## config.mk

```make
export PLATFORM = sky130hd
export DESIGN_NAME = icache_dm
export DESIGN_NICKNAME = d
export VERILOG_FILES = /design/src/rtl/cpu_types_pkg.sv /design/src/rtl/icache_types_pkg.sv /design/src/rtl/icache_frame_array.sv /design/src/rtl/icache_dm.sv
export SDC_FILE = /design/constraint.sdc
export NUM_CORES = 1
export LEC_CHECK = 0
export BUFFER_PORTS_ARGS = -buffer_cell sky130_fd_sc_hd__buf_2
export CELL_PAD_IN_SITES_DETAIL_PLACEMENT = 0
export CELL_PAD_IN_SITES_GLOBAL_PLACEMENT = 1
export CORE_UTILIZATION = 50
export CTS_CLUSTER_DIAMETER = 40
export DETAILED_ROUTE_END_ITERATION = 8
export GPL_TIMING_DRIVEN = 0
export HOLD_SLACK_MARGIN = 0.12
export PLACE_DENSITY = 0.74
export SYNTH_ARGS = -nofsm -noshare
export SYNTH_HDL_FRONTEND = slang
export SYNTH_SLANG_ARGS = --single-unit
```

## constraint.sdc

```tcl
create_clock -name CLK -period 6.95 [get_ports CLK]
set_clock_uncertainty 0.1 [all_clocks]
set_input_delay 0.695 -clock CLK [delete_from_list [all_inputs] [get_ports CLK]]
set_output_delay 0.695 -clock CLK [all_outputs]
set_load 0.005 [all_outputs]
```

## src/rtl/cpu_types_pkg.sv

```systemverilog
// cpu_types_pkg: datapath-wide basic types shared by the memory-side blocks.
package cpu_types_pkg;
  typedef logic [31:0] word_t;
endpackage

```

## src/rtl/icache_types_pkg.sv

```systemverilog
// icache_types_pkg: frame layout, FSM states and geometry for the direct-mapped icache.
package icache_types_pkg;
  import cpu_types_pkg::*;
  localparam int WORD_W = $bits(word_t);
  localparam int ICACHE_INDEX_BITS = 4;
  localparam int ICACHE_TAG_BITS = WORD_W - 2 - ICACHE_INDEX_BITS;
  typedef struct packed {
    logic valid;
    logic [ICACHE_TAG_BITS-1:0] tag;
    word_t data;
  } icache_frame_t;
  typedef enum logic {IDLE, FETCH} icache_state_t;
endpackage

```

## src/rtl/icache_frame_array.sv

```systemverilog
// icache_frame_array: frame storage with a combinational read port, a synchronous
// write port and a flush-all that overrides any same-cycle write of the valid bit.
module icache_frame_array
  import cpu_types_pkg::*;
#(
  parameter int INDEX_BITS = 4,
  parameter int TAG_BITS = 26
) (
  input  logic                  CLK,
  input  logic                  RST,
  input  logic                  flush,
  input  logic [INDEX_BITS-1:0] rd_index,
  output logic                  rd_valid,
  output logic [TAG_BITS-1:0]   rd_tag,
  output logic [31:0]           rd_data,
  input  logic                  we,
  input  logic                  wr_valid,
  input  logic [INDEX_BITS-1:0] wr_index,
  input  logic [TAG_BITS-1:0]   wr_tag,
  input  logic [31:0]           wr_data
);
  localparam int FRAMES = 1 << INDEX_BITS;
  logic [FRAMES-1:0] valid;
  logic [TAG_BITS-1:0] tags [FRAMES];
  word_t data [FRAMES];
  assign rd_valid = valid[rd_index];
  assign rd_tag = tags[rd_index];
  assign rd_data = data[rd_index];
  always_ff @(posedge CLK or posedge RST)
    if (RST) valid <= '0;
    else if (flush) valid <= '0;
    else if (we) valid[wr_index] <= wr_valid;
  always_ff @(posedge CLK)
    if (we) begin
      tags[wr_index] <= wr_tag;
      data[wr_index] <= wr_data;
    end
endmodule

```

## src/rtl/icache_dm.sv

```systemverilog
// icache_dm: direct-mapped single-word-block instruction cache with a blocking miss FSM.
// Define ICACHE_PERF_CNT_EN to add saturating hit_count/miss_count outputs.
module icache_dm
  import icache_types_pkg::*;
#(
  parameter int INDEX_BITS = ICACHE_INDEX_BITS
) (
  input  logic        CLK,
  input  logic        RST,
  input  logic        imemREN,
  input  logic [31:0] imemaddr,
  output logic        ihit,
  output logic [31:0] imemload,
  input  logic        iflush,
  output logic        iREN,
  output logic [31:0] iaddr,
  input  logic        iwait,
  input  logic [31:0] iload
`ifdef ICACHE_PERF_CNT_EN
  ,
  output logic [31:0] hit_count,
  output logic [31:0] miss_count
`endif
);
  localparam int TAG_BITS = 30 - INDEX_BITS;
  icache_state_t state, state_n;
  logic [31:0] fill_addr;
  logic fill_kill, rd_valid, raw_hit, miss, fill;
  logic [TAG_BITS-1:0] rd_tag;
  logic [31:0] rd_data;
  logic unused_byte_bits;
  assign unused_byte_bits = ^imemaddr[1:0];
  icache_frame_array #(.INDEX_BITS(INDEX_BITS), .TAG_BITS(TAG_BITS)) u_frames (
    .CLK(CLK),
    .RST(RST),
    .flush(iflush),
    .rd_index(imemaddr[1+INDEX_BITS:2]),
    .rd_valid(rd_valid),
    .rd_tag(rd_tag),
    .rd_data(rd_data),
    .we(fill),
    .wr_valid(!fill_kill),
    .wr_index(fill_addr[1+INDEX_BITS:2]),
    .wr_tag(fill_addr[31:2+INDEX_BITS]),
    .wr_data(iload)
  );
  always_ff @(posedge CLK or posedge RST)
    if (RST) state <= IDLE;
    else state <= state_n;
  always_comb begin
    raw_hit = (state == IDLE) && imemREN && rd_valid && (rd_tag == imemaddr[31:2+INDEX_BITS]);
    ihit = raw_hit && !iflush;
    imemload = ihit ? rd_data : '0;
    miss = (state == IDLE) && imemREN && !raw_hit;
    fill = (state == FETCH) && !iwait;
    iREN = (state == FETCH);
    iaddr = fill_addr;
    state_n = miss ? FETCH : fill ? IDLE : state;
  end
  // A flush seen at any point of a fill poisons that fill so stale data never becomes valid.
  always_ff @(posedge CLK or posedge RST)
    if (RST) begin
      fill_addr <= '0;
      fill_kill <= 1'b0;
    end else begin
      if (miss) fill_addr <= {imemaddr[31:2], 2'b00};
      fill_kill <= (state == FETCH) && !fill && (fill_kill || iflush);
    end
`ifdef ICACHE_PERF_CNT_EN
  always_ff @(posedge CLK or posedge RST)
    if (RST) begin
      hit_count <= '0;
      miss_count <= '0;
    end else begin
      hit_count <= hit_count + {31'b0, ihit && !(&hit_count)};
      miss_count <= miss_count + {31'b0, miss && !(&miss_count)};
    end
`endif
endmodule

```

; Yosys cells after proc, flatten, opt, wreduce, memory -nomap -nowiden
; Memory sizes are Yosys's and may differ from the RTL's.
; Cells that the tools add are included.
[word_totals]
reg_bits = 48
mem_bits_rw = 928
input_bits = 69
output_inout_bits = 66
word_cells = 40
memories = 2
[memory_table]
columns = memory, depth, word_bits, rd, rd_clocked_by_memory_dff, wr, line_no
row1 = u_frames.data, 16, 32, 1, 0, 1, icache_frame_array.sv:25  ; word_t data [FRAMES];
row2 = u_frames.tags, 16, 26, 1, 0, 1, icache_frame_array.sv:24  ; logic [TAG_BITS-1:0] tags [FRAMES];
[op_classes]
magnitude_cmp = 3
n_eq_ne = 1
n_mux = 12
n_bitwise = 1
n_reduce_logical = 17
[ops]
columns = op, count
row1 = $mux W16, 2
row2 = $mux W32, 1
row3 = $eq A26 B26 Y1, 1
row4 = $bwmux W16, 1
row5 = $lt A4 B5 Y1 const B, 2
row6 = $logic_and A1 B1 Y1, 9
row7 = $mux W1, 6
row8 = $logic_not A1 Y1, 5
row9 = $bmux W1 S4, 1
row10 = $demux W1 S4, 1
row11 = $ge A4 B1 Y1 const B, 1
row12 = $reduce_bool A2 Y1, 2
row13 = $logic_or A1 B1 Y1, 1
row14 = $not A1 Y1, 1

; Longest topological paths before layout
; Gate-level depths: netlist of the first run.
[logic_depth]
ltp_word = 7
ltp_mapped = 16
depth_no_buf = 8

; Hierarchy
; From an unflattened synthesis of the first run, not the netlist that was laid out.
[hier_totals]
cells_unflattened = 1679
hier_area_um2 = 37280.8
[modules_own_cells]
columns = module, n_inst, cells_per_inst, area_each_um2
row1 = icache_frame_array, 1, 1528, 35520.3
row2 = icache_dm, 1, 151, 1760.4

; Worst setup path after synthesis of the first run
; OpenSTA, ideal clock, no wires.
[synth_path]
kind = input to register
start = input iwait
end = register u_frames.valid[3]
setup_time_ps = 336
t_arrival_ps = 5572
required_ps = 6514
slack_ps = 941
cell_stages = 4
path_cell_list = nand2b_1 or3_1 nor3_1 a211oi_1
[synth_between]
elab_chain_cells = 3
[synth_lines]
columns = item, line_no
row1 = from (decl), icache_dm.sv:17  ; input logic iwait,
row2 = $logic_not A1 Y1, icache_dm.sv:55  ; fill = (state == FETCH) && !iwait;
row3 = $logic_and A1 B1 Y1, icache_dm.sv:55
row4 = $reduce_bool A2 Y1 (no source line), --
row5 = "to (signal, indexed assignment)", icache_frame_array.sv:32  ; else if (we) valid[wr_index] <= wr_valid;
row6 = to (decl), icache_frame_array.sv:23  ; logic [FRAMES-1:0] valid;
; Every way passes these cells.
; A chain may end at the register's enable or synchronous reset.

; Worst setup path after layout of the first run
[layout_path]
start = input imemaddr[2]
end = output imemload[27]
[layout_between]
elab_chain_cells = 6
word_cells_on_any_way = 9
cone_classes = 1 x eq/ne / 3 x mux / 3 x reduce/logical / 2 x memory
[layout_lines]
columns = item, line_no
row1 = from (decl), icache_dm.sv:11  ; input logic [31:0] imemaddr,
row2 = "parallel branches: the longest is 5 deep, another holds $mem_v2 Z16 W26", --
row3 = $mux W32 *, icache_dm.sv:53  ; imemload = ihit ? rd_data : '0;
row4 = to (decl), icache_dm.sv:13  ; output logic [31:0] imemload,
; Mark *: on every way between the ends. The select of a mux whose other input is x is not followed.

==> results.json, run 1 <==
{
  "status": "finished, final reports clean",
  "clock_sinks": 976,
  "core_area_um2": 76300,
  "synth_cell_types": 55,
  "p_total_w": 0.0143,
  "seqPwrFrac": 0.489,
  "wl_met1_um": 41500,
  "grt_pass1_wl_um": 146000,
  "ant_nets": 0,
  "async_flop_share": 0.0492,
  "grtUsageTotal": 0.263,
  "hpwlAfterDp_um": 64400,
  "synth_cells": 1860,
  "grt_setup_unrepaired": "no",
  "clkLatencyLatePin_ns": 0.68,
  "rows": 101,
  "highest_layer": "met5",
  "netSwitchingPower_w": 0.00330,
  "fmax_ghz": 0.150,
  "gp_congestion": 0.860,
  "ys_warn_count": 0,
  "p_int_w": 0.0110,
  "tightest_slew_ns": 1.21,
  "fin_crit_ns": 6.67,
  "nets": 2249,
  "p_comb_frac": 0.068,
  "dieHeight_um": 280,
  "drtIter0Drc": 2218,
  "first_pass_iters": 5,
  "critPathKind": "primary input to primary output",
  "fin_util": 0.606,
  "cp_data_required_time_ns": 6.15,
  "slew_violations": 0,
  "ys_ff_latch": 976,
  "cp-start-kind": "primary input",
  "holdWs_ns": 0.177,
  "final_cell_mix": "928 x edfxtp_1, 241 x mux4_2, 139 x buf_2",
  "ir_drop_v": 0.000291,
  "cts_tree": "yes",
  "htreeDepth": 3,
  "num-fill-cells": 5400,
  "max_cap_viol_count": 0,
  "met3_length_um": 8630,
  "wl_per_cell_um": 30.6,
  "vias_per_cell": 6.22,
  "final_area_um2": 46200,
  "cts.path.max_buffers": 3,
  "mostFrequentLayoutCell": "edfxtp_1",
  "yosysSeqAreaShare": 0.750,
  "cp.arrival_ns": 5.87,
  "num_io_pins": 135,
  "grt_pass1_vias": 21030,
  "clk_pin_slew_worst_paths_ns": 0.06,
  "netlist_area_um2": 38800,
  "synth_ff_type": "edfxtp_1",
  "die-area_um2": 78600,
  "io_buffers": 124,
  "place_area_um2": 42100,
  "hold_path_class": "primary input to flip-flop",
  "wl_um": 102000,
  "post-route-period-util": 0.959,
  "overflow": 0,
  "initial_core_util": 0.508,
  "worst_slack_ns": 0.283,
  "setup_violations": 0,
  "clockPowerShare": 0.443,
  "area_growth_pct": 19.3,
  "cts_made_buffers": 120,
  "slew_headroom": 0.190,
  "grt_antenna_before_repair": 10,
  "clockRootBuffer": "clkbuf_16",
  "p_per_area_nw_per_um2": 309,
  "drive_above_1_share": 0.314,
  "die_w_um": 280,
  "pre_cts_ws_ns": -0.480,
  "critPathMaxFanout": 10,
  "synth_edf_count": 928,
  "wl_met2_um": 48700,
  "avgSynthCellArea_um2": 20.8,
  "p_leak_nw": 15.3,
  "grt_max_degree": 30,
  "critPathCaptureType": "primary output",
  "drc": 0,
  "hold_viol_final": 0,
  "switching_share": 0.231,
  "postCtsSetupBuffers": 0,
  "vias": 20657
}
-- what timing repair did --
item,CTS,global route
endpoints found under the hold margin,19,0
gates resized for setup,1,5
pin swaps,0,0
endpoints found under the setup margin,33,10
hold buffers,1,0
-- state kept, by name, summed over array words and instances (netlist names) --
| register | cells |
|---|---|
| u_frames.data | 512 |
| u_frames.tags | 416 |
| iaddr | 30 |
| u_frames.valid | 16 |
| fill_kill | 1 |
| iREN | 1 |
-- cells in the mapped netlist (2+ instances only) --
master     count  area, µm²
mux2_2        18        203
o2111ai_1      3       26.3
inv_2          2       7.51
and3_1         2       12.5
nand2b_1       4       25.0
nand2_1       18       67.6
a31oi_1       33        206
or3_1          5       31.3
buf_1         15       56.3
inv_1         32        120
a22oi_1       13       97.6
nor3_1         9       45.0
o21ai_0        2       10.0
a2bb2oi_1      3       26.3
o22ai_1        7       43.8
nand4b_1       3       26.3
a22o_1         2       17.5
dfrtp_1       48       1200
a2111oi_0      2       17.5
nor2_1        63        236
edfxtp_1     928      27900
a21o_1         3       22.5
buf_2         15       75.1
nor4_1         2       12.5
buf_4         10       75.1
mux2i_1       86        861
a211oi_1       9       67.6
clkbuf_1      63        236
a21oi_1        5       25.0
a221oi_1       9       78.8
nor3b_1       33        248
o211ai_1      31        233
xor2_1         9       78.8
xnor2_1       25        219
mux4_2       241       5430
nor2b_1        9       56.3
or4_1         32        240
buf_6         13        146
nand3_1       37        185
-- metrics by stage --
stage	TNS, ns	instances
2_1_floorplan	0	1861
3_3_place_gp	-1981.16	3015
3_5_place_dp	-7.91	3089
4_1_cts	0	3318
5_1_grt	0	3318
6_report	0	3321
-- layout make-up --
class,instances,area [µm²],area share
diodes,4,10.0,0.000217
plain buffers,114,586,0.0127
clock buffers,141,3150,0.0682
clock inverters,88,985,0.0213
inverters,34,128,0.00276
multi-input cells,735,9090,0.197
flip-flops and latches,976,29100,0.629
well taps,1030,1290,0.0279
repair buffers,199,1920,0.0415
-- worst max-delay path, stage by stage --
cell and delay (ns):
buf_4 0.18, buf_6 0.22, buf_6 0.27, buf_4 0.28, buf_2 0.46, mux2i_1 0.37, xnor2_1 0.14, a2111oi_0 0.43
a31oi_1 0.09, or4_1 0.59, clkbuf_1 0.22, nand4b_1 0.66, buf_2 0.46, nor3b_1 0.54, buf_2 0.22
-- metal layers --
layer / vias to the layer above / track usage
li1: 8453 / -
met1: 11032 / 0.373
met2: 967 / 0.418
met3: 191 / 0.0522
met4: 14 / 0.0733
met5: - / 0
-- logic make-up (layout without fill, tap and decap cells) --
logic type | Yosys count | in the layout | share of synthesized area
xor+xnor | 34 | 34 | 0.00768
compound gates | 130 | 130 | 0.0242
other cells | 1 | 6 | 0.0000967
simple gates | 224 | 224 | 0.0322
mux | 345 | 345 | 0.167
flops | 976 | 976 | 0.750
buf+inv | 150 | 576 | 0.0185
-- final timing paths --
path | from | end | slack, ns | cells after the start
worst max-delay path | imemaddr[2] | imemload[27] | 0.28 | 15
worst max register to register | u_frames.tags[5][14] | iaddr[3] | 2.93 | 11
max in group asynchronous | RST | iaddr[25] | 5.67 | 4
worst min-delay path | iwait | fill_kill | 0.18 | 2
min in group asynchronous | RST | iaddr[2] | 0.55 | 3
worst min register to register | u_frames.valid[13] | u_frames.valid[13] | 0.42 | 2
-- power by group through the flow --
stage	Combinational [W]	Sequential, W	Clock, W
floorplan	0.000531	0.00703	0
global placement	0.000876	0.00711	0
detailed placement	0.000964	0.00711	0
CTS	0.000969	0.00699	0.00640
global route	0.00103	0.00701	0.00663
finish	0.000969	0.00699	0.00634
No activity file was read; power rests on OpenSTA's default activity.
==> run 2, diff against run 1 <==
Settings changed: PLACE_DENSITY 0.74 to 0.75.
==> run 2 against run 1 <==
Effect of this change: combinational power decreased by 0.6%; register-to-register slack is essentially flat; critical path depth is 1 lower; sequential share of layout area increased by 0.15 points; power decreased by 0.83%; first-iteration DRC count up 15%; sequential power barely moved; sequential cell count stayed put; design area decreased by 0.24%; global-route usage decreased by 0.29 points; hold slack improved by 0.015 ns.
==> results.json, run 2 (synthesis gave the netlist of run 1 again) <==
{
  "status": "finished, final reports clean",
  "die_w_um": 280,
  "num_io_pins": 135,
  "p_leak_nw": 15.2,
  "max_cap_viol_count": 0,
  "holdWs_ns": 0.192,
  "rows": 101,
  "cts_tree": "yes",
  "tightest_slew_ns": 1.18,
  "place_area_um2": 42000,
  "fin_util": 0.604,
  "wl_per_cell_um": 30.4,
  "finalSetupTns_ns": 0,
  "overflow": 0,
  "grt_pass1_vias": 20871,
  "drc": 0,
  "slew_violations": 0,
  "fin_crit_ns": 6.61,
  "final_cell_mix": "928 x edfxtp_1, 241 x mux4_2, 139 x buf_2",
  "slew_headroom": 0.213,
  "ant_nets": 0,
  "vias": 20590,
  "critPathCaptureType": "primary output",
  "largest_reg_flops": 512,
  "top_register": "u_frames.data",
  "grt_max_degree": 42,
  "gp_congestion": 0.872,
  "ir_drop_v": 0.000238,
  "setup_violations": 0,
  "hpwlAfterDp_um": 63700,
  "critPathKind": "primary input to primary output",
  "drtIter0Drc": 2550,
  "critPathMaxFanout": 10,
  "cp.arrival_ns": 5.81,
  "vias_per_cell": 6.21,
  "die-area_um2": 78600,
  "hold_viol_final": 0,
  "first_pass_iters": 6,
  "grt_pass1_wl_um": 144000,
  "clkLatencyLatePin_ns": 0.68,
  "hold_path_class": "primary input to flip-flop",
  "drive_above_1_share": 0.309,
  "post-route-period-util": 0.950,
  "final_area_um2": 46100,
  "grt_setup_unrepaired": "no",
  "cts.path.max_buffers": 3,
  "grtUsageTotal": 0.260,
  "area_growth_pct": 19.0,
  "nets": 2247,
  "num-fill-cells": 5396,
  "clock_sinks": 976,
  "clk_pin_slew_worst_paths_ns": 0.06,
  "cp_data_required_time_ns": 6.15,
  "grt_antenna_before_repair": 8,
  "core_area_um2": 76300,
  "mostFrequentLayoutCell": "edfxtp_1",
  "wl_um": 101000,
  "fmax_ghz": 0.151,
  "initial_core_util": 0.508,
  "cts_made_buffers": 117,
  "p_per_area_nw_per_um2": 307,
  "htreeDepth": 3,
  "cp-start-kind": "primary input",
  "io_buffers": 124,
  "clockRootBuffer": "clkbuf_16",
  "dieHeight_um": 280
}
run 2: what timing repair did:
| item | in CTS | in global routing |
|---|---|---|
| hold buffers | 1 | 0 |
| resized for setup | 1 | 0 |
| endpoints found under the hold margin | 12 | 0 |
| buffers inserted | 2 | 0 |
| endpoints found under the setup margin | 33 | 0 |
run 2: path summary, 6_finish.rpt:
| check | cells past startpoint | start | end | slack [ns] |
|---|---|---|---|---|
| worst min register to register | 2 | u_frames.valid[11] | u_frames.valid[11] | 0.44 |
| worst max register to register | 11 | u_frames.tags[4][14] | iaddr[7] | 2.92 |
| worst min-delay path | 2 | iwait | fill_kill | 0.19 |
| worst max-delay path | 14 | imemaddr[3] | imemload[27] | 0.34 |
| min in group asynchronous | 3 | RST | iaddr[16] | 0.39 |
| max in group asynchronous | 4 | RST | iaddr[2] | 5.84 |
run 2: stage by stage:
stage          setup slack (ns)  total power, W  cells
5_1_grt                   0.197          0.0146   3312
2_1_floorplan             0.941         0.00756   1861
3_5_place_dp             -0.574         0.00806   3086
4_1_cts                   0.349          0.0142   3312
3_3_place_gp              -5.44         0.00798   3015
6_report                  0.345          0.0142   3313
run 2: layer usage:
metal	up-vias	global-route usage	share of wire
met1	10861	0.362	0.39
met4	12	0.0776	0.027
li1	8455	-	-
met2	1079	0.418	0.49
met5	-	0	0.00078
met3	183	0.0527	0.091
run 2: power breakdown:
part | leakage [nW] | switching, W | total (W) | internal, W
Clock | 1.93 | 0.00245 | 0.00623 | 0.00378
Combinational | 4.32 | 0.000574 | 0.000963 | 0.000388
Sequential | 8.93 | 0.000224 | 0.00699 | 0.00677
Total | 15.2 | 0.00325 | 0.0142 | 0.0109
run 2: area by class of cell:
type                       instances  area [µm²]  area share
tap                             1030        1290      0.0279
clock inverter                    88        1020      0.0222
antenna                            1        2.50   0.0000543
sequential                       976       29100       0.630
timing repair buffer             198        1910      0.0413
buffer                           116         591      0.0128
inverter                          34         128     0.00277
multi-input combinational        735        9090       0.197
clock buffer                     135        3020      0.0654
run 2: worst max-delay path, cell delays in order:
cell and delay, ns:
buf_2 0.12, buf_2 0.33, buf_2 0.52, buf_2 0.55, clkbuf_1 0.59, clkbuf_2 0.58, a31oi_1 0.19, or4_1 0.59
clkbuf_1 0.23, nand4b_1 0.23, buf_4 0.21, buf_2 0.24, nor3b_1 0.47, buf_2 0.21
==> run 3, diff against run 2 <==
Settings changed: ABC_AREA set to 1, PLACE_DENSITY 0.75 to 0.79.
==> run 3 against run 2 <==
Effect of this change: first-iteration DRC count is 39% higher; setup slack better by 1.4 ns; routed wire length is 31% higher; area after synthesis is 2.9% higher; die area is 2.9% higher; sequential cell count stayed put; combinational power is 12% higher; critical endpoint is now imemload[12]; non-clock buffer count is 86 higher; hold slack worse by 0.030 ns; critical path type unchanged; design area is 3.8% higher; sequential share of layout area is 2.3 points lower; power is 8.1% higher.
==> results.json, run 3 <==
{
  "critPathCaptureType": "primary output",
  "critPathKind": "primary input to primary output",
  "grt_pass1_wl_um": 187000,
  "cp.arrival_ns": 4.41,
  "tightest_slew_ns": 1.21,
  "dieHeight_um": 285,
  "fin_crit_ns": 5.21,
  "grtUsageTotal": 0.324,
  "io_buffers": 126,
  "post_cts_resized": 0,
  "area_growth_pct": 19.9,
  "drc": 0,
  "grt_max_degree": 42,
  "final_area_um2": 47900,
  "drive_above_1_share": 0.147,
  "synthTopCellsByArea": "edfxtp_1 70%, nand2_1 8.5%, nand3_1 3.7%, a21oi_1 3.1%, dfrtp_1 3.0%",
  "ys_warn_count": 0,
  "stdcell_count": 4833,
  "slew_headroom": 0.196,
  "die-area_um2": 80900,
  "place_inst": 4579,
  "num-fill-cells": 6232,
  "fmax_ghz": 0.192,
  "synth_edf_count": 928,
  "wl_per_cell_um": 27.2,
  "core_area_um2": 79000,
  "htreeDepth": 4,
  "nets": 3739,
  "p_total_w": 0.0153,
  "avgSynthCellArea_um2": 11.9,
  "multi_input_area_um2": 9240,
  "grt_pass1_vias": 27511,
  "slew_violations": 0,
  "cp.depth": 15,
  "wl_um": 131000,
  "cts_tree": "yes",
  "postCtsSetupBuffers": 0,
  "synth_top_area_frac": 0.698,
  "vias_per_cell": 5.92,
  "synth_cell_types": 30,
  "cp_data_required_time_ns": 6.15,
  "die_w_um": 285,
  "ys_ff_latch": 976,
  "status": "finished, final reports clean",
  "layout.area.seq_um2": 29100,
  "clk_pin_slew_worst_paths_ns": 0.05,
  "ys_top_cells_by_count": "928 x edfxtp_1, 905 x nand2_1, 297 x nand3_1",
  "holdPathStages": 3,
  "critPathMaxFanout": 10,
  "ir_drop_v": 0.000218,
  "critPathSlowestCell": "clkbuf_1",
  "yosysMostFrequentCell": "edfxtp_1",
  "grt_setup_unrepaired": "no",
  "drtIter0Drc": 3538,
  "num_io_pins": 135,
  "grt_antenna_before_repair": 3,
  "min_to": "iaddr[6]",
  "top_register": "u_frames.data",
  "final_cell_mix": "928 x edfxtp_1, 905 x nand2_1, 297 x nand3_1",
  "setup_violations": 0,
  "synth_cells": 3343,
  "ant_nets": 0,
  "post-route-period-util": 0.749,
  "netlist_area_um2": 39900,
  "hold_path_class": "primary input to flip-flop",
  "cts_made_buffers": 137,
  "worstRegToRegCells": 10,
  "synth_ff_type": "edfxtp_1",
  "cts.path.max_buffers": 3,
  "clockRootBuffer": "clkbuf_16",
  "rows": 103,
  "worstPathCellList": "buf_2, clkbuf_1, clkbuf_1, nand3_1, nand3_1, nand2_1, nor2_1, nand2_1, nor2_1, nand2_1, nor2_1, nand2_2, buf_6, nor2_2, buf_2",
  "max_stage_delay_ns": 0.71,
  "yosysSeqAreaShare": 0.728,
  "gp_congestion": 0.961,
  "r2r-start": "iREN",
  "clock_sinks": 976,
  "initial_core_util": 0.505,
  "synth.largest_area_cell": "edfxtp_1",
  "reg2reg_to": "u_frames.tags[2][23]",
  "p_leak_nw": 18.0,
  "async_flop_share": 0.0492,
  "cp-startpoint": "imemaddr[5]",
  "postCtsHoldBufs": 2,
  "vias": 28602,
  "min-delay-start": "imemaddr[6]",
  "overflow": 0,
  "hold_viol_final": 0,
  "path_delay_family": "simple AND/OR/NAND/NOR gates",
  "hpwlAfterDp_um": 85800,
  "clkLatencyLatePin_ns": 0.74,
  "worst-path-buf-inv": 5,
  "mostFrequentLayoutCell": "edfxtp_1",
  "fin_util": 0.606,
  "largest_reg_flops": 512,
  "place_area_um2": 43000,
  "cp-start-kind": "primary input",
  "p_per_area_nw_per_um2": 320,
  "max_cap_viol_count": 0,
  "first_pass_iters": 6,
  "reg2reg_slack_ns": 4.27
}
[run 3: power breakdown]
| part | total, W | switching (W) | internal (W) |
|---|---|---|---|
| registers | 0.00693 | 0.000204 | 0.00673 |
| logic | 0.00108 | 0.000790 | 0.000287 |
| clock network | 0.00732 | 0.00274 | 0.00458 |
| total | 0.0153 | 0.00373 | 0.0116 |
[run 3: worst max path at each step]
| stage | slack, ns | end |
|---|---|---|
| floorplan | 1.20 | u_frames.data[3][0] |
| global placement | -4.56 | u_frames.valid[2] |
| detailed placement | 1.89 | imemload[14] |
| CTS | 1.89 | imemload[14] |
| global route | 1.74 | imemload[14] |
| finish | 1.74 | imemload[12] |
[run 3: metal layers]
metal  part of all wire  track usage  vias up
met4              0.045        0.151        4
met1               0.37        0.405    14009
met2               0.50        0.548     1722
met3              0.092       0.0575      326
met5            0.00020            0        -
li1                   -            -    12541
[run 3: worst register-to-register path, stage by stage, from the launching register on]
cell,delay (ns)
dfrtp_1,0.33
inv_1,0.08
nor2_1,0.20
inv_1,0.10
nor2_1,0.09
inv_1,0.16
nor3_2,0.53
buf_6,0.23
buf_6,0.15
buf_6,0.18
buf_4,0.24
[run 3: cell type report]
type,count,area share
Timing Repair Buffer,187,0.0350
Tap cell,1050,0.0274
Inverter,181,0.0144
Clock buffer,158,0.0754
Clock inverter,93,0.0260
Sequential cell,976,0.607
Multi-Input combinational cell,1974,0.193
Buffer,213,0.0213
Antenna cell,1,0.0000523
[run 3: stage by stage]
step                setup WS, ns  hold slack, ns  TNS [ns]
floorplan                   1.20           0.373         0
global placement           -4.56           0.387  -1111.39
detailed placement          1.89           0.415         0
CTS                         1.89           0.135         0
global route                1.74           0.169         0
finish                      1.74           0.162         0
[run 3: logic make-up (layout without fill, tap and decap cells)]
family	Yosys count	in the layout	share of synthesized area
other	1	3	0.0000940
buffers and inverters	394	832	0.0427
AO/OA/AOI/OAI	518	518	0.0800
flip-flops	976	976	0.728
AND/OR/NAND/NOR	1454	1454	0.149
